<file path="src/rtl/uart_pkg.sv">
// Shared UART definitions: FSM state encoding, line levels and default bit period.
// State encoding widens to 3 bits when UART_TX_PARITY_EN adds the PARITY state.
package uart_pkg;

  localparam int UART_CLKS_PER_BIT_DEFAULT = 434;

  localparam logic UART_IDLE_LEVEL  = 1'b1;
  localparam logic UART_START_LEVEL = 1'b0;
  localparam logic UART_STOP_LEVEL  = 1'b1;

`ifdef UART_TX_PARITY_EN
  typedef enum logic [2:0] {
    IDLE   = 3'd0,
    START  = 3'd1,
    DATA   = 3'd2,
    STOP   = 3'd3,
    PARITY = 3'd4
  } uart_state_e;
`else
  typedef enum logic [1:0] {
    IDLE  = 2'd0,
    START = 2'd1,
    DATA  = 2'd2,
    STOP  = 2'd3
  } uart_state_e;
`endif

endpackage

</file>
<file path="src/rtl/uart_baud_tick.sv">
// Bit-period counter: counts 0..CLKS_PER_BIT-1 while enabled and pulses tick
// on the last count; clr holds it at zero. Shared with the receiver.
module uart_baud_tick #(
  parameter int CLKS_PER_BIT = 434
) (
  input  logic clk,
  input  logic rst,
  input  logic en,
  input  logic clr,
  output logic tick
);

  localparam int CW = $clog2(CLKS_PER_BIT);
  localparam logic [CW-1:0] LAST = CW'(CLKS_PER_BIT - 1);

  logic [CW-1:0] cnt_q, cnt_d;

  always_comb begin
    tick  = en && (cnt_q == LAST);
    cnt_d = cnt_q;
    if (clr || tick) begin
      cnt_d = '0;
    end else if (en) begin
      cnt_d = cnt_q + 1'b1;
    end
  end

  always_ff @(posedge clk or posedge rst) begin
    if (rst) begin
      cnt_q <= '0;
    end else begin
      cnt_q <= cnt_d;
    end
  end

endmodule

</file>
<file path="src/rtl/uart_tx.sv">
// UART transmitter (8N1, or 8E1 when built with UART_TX_PARITY_EN): holding
// register fed by the C bus, separate shift register for the frame in flight.
module uart_tx
  import uart_pkg::*;
#(
  parameter int CLKS_PER_BIT = UART_CLKS_PER_BIT_DEFAULT,
  parameter int DATA_W       = 8
) (
  input  logic              clk,
  input  logic              reset,
  input  logic [DATA_W-1:0] data_in,
  input  logic              uart_tx_in,
  input  logic              uart_send_data,
  output logic              tx,
  output logic              busyFlag
);

  localparam int IDX_W = (DATA_W > 1) ? $clog2(DATA_W) : 1;
  localparam logic [IDX_W-1:0] LAST_IDX = IDX_W'(DATA_W - 1);

  // Handshake: uart_tx_in loads data_in every cycle it is high, in any state.
  // uart_send_data is a one-cycle request honoured only while busyFlag is low;
  // requests while busy are dropped, and busyFlag rises on the accepting edge.
  uart_state_e       state_q, state_d;
  logic [DATA_W-1:0] hold_q, hold_d;
  logic [DATA_W-1:0] shift_q, shift_d;
  logic [IDX_W-1:0]  idx_q, idx_d;
  logic              tx_q, tx_d;
  logic              busy_q, busy_d;
  logic [DATA_W-1:0] send_byte;
  logic              baud_tick;
`ifdef UART_TX_PARITY_EN
  logic              parity_q, parity_d;
`endif

  uart_baud_tick #(
    .CLKS_PER_BIT(CLKS_PER_BIT)
  ) u_baud (
    .clk (clk),
    .rst (reset),
    .en  (state_q != IDLE),
    .clr (state_q == IDLE),
    .tick(baud_tick)
  );

  // Same-cycle load and send transmits the new byte, not the stale one.
  assign send_byte = uart_tx_in ? data_in : hold_q;

  always_ff @(posedge clk or posedge reset) begin
    if (reset) begin
      state_q  <= IDLE;
      hold_q   <= '0;
      shift_q  <= '0;
      idx_q    <= '0;
      tx_q     <= UART_IDLE_LEVEL;
      busy_q   <= 1'b0;
`ifdef UART_TX_PARITY_EN
      parity_q <= 1'b0;
`endif
    end else begin
      state_q  <= state_d;
      hold_q   <= hold_d;
      shift_q  <= shift_d;
      idx_q    <= idx_d;
      tx_q     <= tx_d;
      busy_q   <= busy_d;
`ifdef UART_TX_PARITY_EN
      parity_q <= parity_d;
`endif
    end
  end

  always_comb begin
    state_d  = state_q;
    hold_d   = uart_tx_in ? data_in : hold_q;
    shift_d  = shift_q;
    idx_d    = idx_q;
`ifdef UART_TX_PARITY_EN
    parity_d = parity_q;
`endif
    case (state_q)
      IDLE: begin
        if (uart_send_data) begin
          state_d  = START;
          shift_d  = send_byte;
          idx_d    = '0;
`ifdef UART_TX_PARITY_EN
          parity_d = ^send_byte;
`endif
        end
      end
      START: begin
        if (baud_tick) begin
          state_d = DATA;
          idx_d   = '0;
        end
      end
      DATA: begin
        if (baud_tick) begin
          shift_d = shift_q >> 1;
          idx_d   = idx_q + 1'b1;
          if (idx_q == LAST_IDX) begin
`ifdef UART_TX_PARITY_EN
            state_d = PARITY;
`else
            state_d = STOP;
`endif
          end
        end
      end
`ifdef UART_TX_PARITY_EN
      PARITY: begin
        if (baud_tick) begin
          state_d = STOP;
        end
      end
`endif
      STOP: begin
        if (baud_tick) begin
          state_d = IDLE;
        end
      end
      default: state_d = IDLE;
    endcase
  end

  // tx and busyFlag are registered from the next state so both change on the
  // same edge as the state and the line never glitches.
  always_comb begin
    busy_d = (state_d != IDLE);
    case (state_d)
      START:   tx_d = UART_START_LEVEL;
      DATA:    tx_d = shift_d[0];
`ifdef UART_TX_PARITY_EN
      PARITY:  tx_d = parity_d;
`endif
      STOP:    tx_d = UART_STOP_LEVEL;
      default: tx_d = UART_IDLE_LEVEL;
    endcase
  end

  assign tx       = tx_q;
  assign busyFlag = busy_q;

endmodule

</file>
<file path="config.mk">
export PLATFORM = sky130hd
export DESIGN_NAME = uart_tx
export DESIGN_NICKNAME = d
export VERILOG_FILES = /design/src/rtl/uart_pkg.sv /design/src/rtl/uart_baud_tick.sv /design/src/rtl/uart_tx.sv
export SDC_FILE = /design/constraint.sdc
export NUM_CORES = 1
export LEC_CHECK = 0
export ABC_AREA = 0
export CAP_MARGIN = 40
export CORE_MARGIN = 2
export CORE_UTILIZATION = 55
export DETAILED_ROUTE_END_ITERATION = 8
export PLACE_DENSITY_LB_ADDON = 0.2
export SETUP_SLACK_MARGIN = 0.05
export SYNTH_ARGS = -nofsm -noshare
export SYNTH_HDL_FRONTEND = slang
export SYNTH_SLANG_ARGS = --single-unit
</file>
<file path="constraint.sdc">
create_clock -name clk -period 1.7 [get_ports clk]
set_input_delay 0.17 -clock clk [delete_from_list [all_inputs] [get_ports clk]]
set_output_delay 0.17 -clock clk [all_outputs]
set_load 0.05 [all_outputs]
</file>
==> run summary <==
## Floorplanning
* top-level I/O count: 14
* starting density of the core: 59.18%
* total core area: 2522 um2
* die extent in y: 56.10 um
* area of the die: 3147 um2
* die width: 56.10 um
* Placement Rows: 18

## Clock tree
* H-tree level count: 2
* clock tree from TritonCTS: built
* clk root buf: sky130_fd_sc_hd__clkbuf_4
* clock insertion delay at the later pin of the skew report: 340 ps
* # clock sinks: 32
* number of buffers inserted during clock tree synthesis: 5
* CTS Buffer Depth: 2
* clock edge transition at the registers on the reported setup and hold paths: 110 ps
* Post-CTS Hold Fix Bufs: 0

## Timing
* final-report setup violation count: 0
* normalized max-slew margin: 66.38%
* Max Clk Rate: 0.6262 GHz
* post-route clock skew: 19.11 ps
* number of max-slew violations in the final report: 0
* unrepaired setup endpoints after global routing: true
* crit share post-route: 93.93%
* post-layout min period: 1597 ps
* Sum Neg Setup Slack: 0 ps
* smallest setup slack after layout: 103.1 ps
* Final Hold Violating Endpoints: 0
* actual transition at the worst max-transition pin: 503.5 ps

## Synth
* Post-synth EDFFs: 0
* post-synthesis cell type count: 35
* proportion of synthesized flip-flops having asynchronous set or reset: 100.0%
* cell with the most instances after synthesis: sky130_fd_sc_hd__dfrtp_1
* share of the yosys chip area belonging to registers: 53.73%
* post-synthesis register bit count: 32
* cell types occupying the most area after synthesis: sky130_fd_sc_hd__dfrtp_1 (52%), sky130_fd_sc_hd__mux2_2 (6.8%), sky130_fd_sc_hd__a221o_1 (4.0%)
* count of synthesis-stage warnings from yosys: 0
* synthesized cell area: 1493 um2
* Post-synth top cells: sky130_fd_sc_hd__dfrtp_1 (31), sky130_fd_sc_hd__nor2_1 (12), sky130_fd_sc_hd__mux2_2 (9)
* largest area contributor in the netlist: sky130_fd_sc_hd__dfrtp_1
* area share of the largest cell type after synthesis: 51.97%
* Avg Inst Size Synth: 11.94 um2
* ys flop type: sky130_fd_sc_hd__dfrtp_1
* synthesized instance count: 125
* net count of the mapped netlist: 141

## Placement
* estimated wirelength of the detail-placed design: 1.969 mm
* Port Buf Inserts: 13
* routability congestion estimate from global placement: 0.8249
* pre-CTS worst setup slack: -49.39 ps

## Layout
* layout overhead on the synthesized area: 22.30%
* number of diodes added for antenna fixing: 0
* fraction of final layout cells with drive strength greater than 1: 25.17%
* NumNets Final: 166

## Detailed routing
* average wire per cell in the routed design: 15.99 um
* Pre-Repair DR Iteration Count: 4
* Via Count: 1091
* drc violations: 0
* Detailed Route Iter0 Violations: 14
* number of antenna-violating nets in the routed design: 0
* final routed wirelength across all metal layers: 2.895 mm
* number of vias per cell: 6.028

## Setup path
* crit path buf inv count: 0
* Largest stage delay, worst path: 430 ps
* WP data required: 1940 ps
* Crit. End Element: flip-flop
* kind of start point of the critical path: flip-flop
* Critical Path Slowest Stage Cell: sky130_fd_sc_hd__dfrtp_1
* maximum fanout along the worst path: 6
* CP top delay family: simple AND/OR/NAND/NOR gates
* arrival time reported for the critical path endpoint: 1830 ps
* crit path kind: flip-flop to flip-flop
* crit path cell chain: nand4bb_4 -> nor4b_4 -> a21oi_4 -> a221o_1

## Global routing
* overflow left after global routing: 0
* antenna violations before repair: 0
* GRT Total Usage: 21.11%
* pin count of the biggest net entering global routing: 33
* via count of the first global-routing pass: 1091
* global-route wire length before repair: 5.078 mm

## Power
* reported net switching power: 309.0 uW
* proportion of total power due to net switching: 21.40%
* leakage component of the power: 0.0008298 uW
* clock share of power: 39.7%
* portion of total power attributed to sequential cells: 54.5%
* Comb pwr share: 5.8%
* Power Total: 1444 uW
* power density normalized to cell area: 791.1 nW/um2
* internal power consumption: 1135 uW
* worst vdd rail ir drop: 0.0006872 V

## Hold path
* path type of the worst min-delay path: input port to async pin

## Run status
* run status: finished, final reports clean

## Run
* count of max-cap constraint violations: 0

cells in the final DEF, fill, tap and decap left out, types with 3 or more instances in the layout:
cell,netlist,final
sky130_fd_sc_hd__clkbuf_4,0,5
sky130_fd_sc_hd__nand3_1,3,3
sky130_fd_sc_hd__a221o_1,6,6
sky130_fd_sc_hd__xor2_1,4,4
sky130_fd_sc_hd__dfrtp_1,31,31
sky130_fd_sc_hd__o21ai_0,5,4
sky130_fd_sc_hd__mux2_2,9,9
sky130_fd_sc_hd__clkdlybuf4s50_1,0,11
sky130_fd_sc_hd__buf_4,1,13
sky130_fd_sc_hd__nor2_1,12,12
sky130_fd_sc_hd__ha_1,4,3
sky130_fd_sc_hd__and3_1,6,6
sky130_fd_sc_hd__xnor2_1,4,4
sky130_fd_sc_hd__nand2_1,7,7
path summary, 6_finish.rpt:
path	startpoint	endpoint	slack, ps	cells after the start
max	u_baud.cnt_q[3]	shift_q[3]	100	4
min	reset	shift_q[3]	210	3
max in group asynchronous	reset	tx	1150	3
min in group clk	data_in[3]	hold_q[3]	450	2
min reg2reg	hold_q[5]	hold_q[5]	500	1
max reg2reg	u_baud.cnt_q[3]	shift_q[3]	100	4
registers in the layout, summed over array words and instances (netlist names):
register / count
u_baud.cnt_q: 9
hold_q: 8
shift_q: 8
idx_q: 3
state_q: 2
busyFlag: 1
tx: 1
layer usage:
| metal | global-route usage [%] | vias up | part of all wire (%) | wire length, um |
|---|---|---|---|---|
| li1 | - | 504 | - | - |
| met1 | 26.84 | 559 | 43 | 1238 |
| met2 | 33.78 | 21 | 51 | 1488 |
| met3 | 5.116 | 7 | 3.8 | 109 |
| met4 | 10.20 | 0 | 2.0 | 59 |
| met5 | 0 | - | 0 | 0 |
worst reg2reg max path, cell delays in order, from the launching register on:
cell,delay [ps]
sky130_fd_sc_hd__dfrtp_1,430
sky130_fd_sc_hd__nand4bb_4,280
sky130_fd_sc_hd__nor4b_4,370
sky130_fd_sc_hd__a21oi_4,90
sky130_fd_sc_hd__a221o_1,320
power groups by stage:
stage | registers (uW) | logic [uW] | clock network [uW]
after global placement | 801 | 80.2 | 0
after global routing | 789 | 93.2 | 603
after floorplan | 799 | 43.0 | 0
after detailed placement | 802 | 83.8 | 0
after CTS | 788 | 84.5 | 575
final | 788 | 83.3 | 573
per-stage QoR:
| stage | hold slack (ps) | util [%] | std cells | instance area, um2 |
|---|---|---|---|---|
| after floorplan | 285.5 | - | 125 | 1493 |
| after global placement | 476.6 | 67.51 | 171 | 1703 |
| after detailed placement | 485.9 | 67.51 | 171 | 1703 |
| after CTS | 221.8 | 71.97 | 180 | 1815 |
| after global routing | 281.1 | 72.37 | 181 | 1826 |
| final | 209.9 | 72.37 | 181 | 1826 |
cell families after synthesis:
logic type	share of synthesized area [%]
simple gates	16.51
flops	53.73
compound gates	11.48
buf+inv	2.766
mux	7.460
xor+xnor	4.694
fa+ha+maj	3.353
final cells by class:
type	count	area, um2
Sequential cell	32	802.0
Inverter	3	11.26
Fill cell	176	696.9
Clock buffer	6	41.29
Tap cell	30	37.54
Multi-Input combinational cell	83	678.2
Timing Repair Buffer	25	220.2
Clock inverter	2	35.03
timing repair:
| action | CTS | global route |
|---|---|---|
| endpoints found under the setup margin | 7 | 15 |
| pin swaps | 1 | 2 |
| gates cloned | 0 | 0 |
| buffers inserted | 1 | 1 |
| gates resized for setup | 4 | 3 |
No activity file was read; power rests on OpenSTA's default activity.
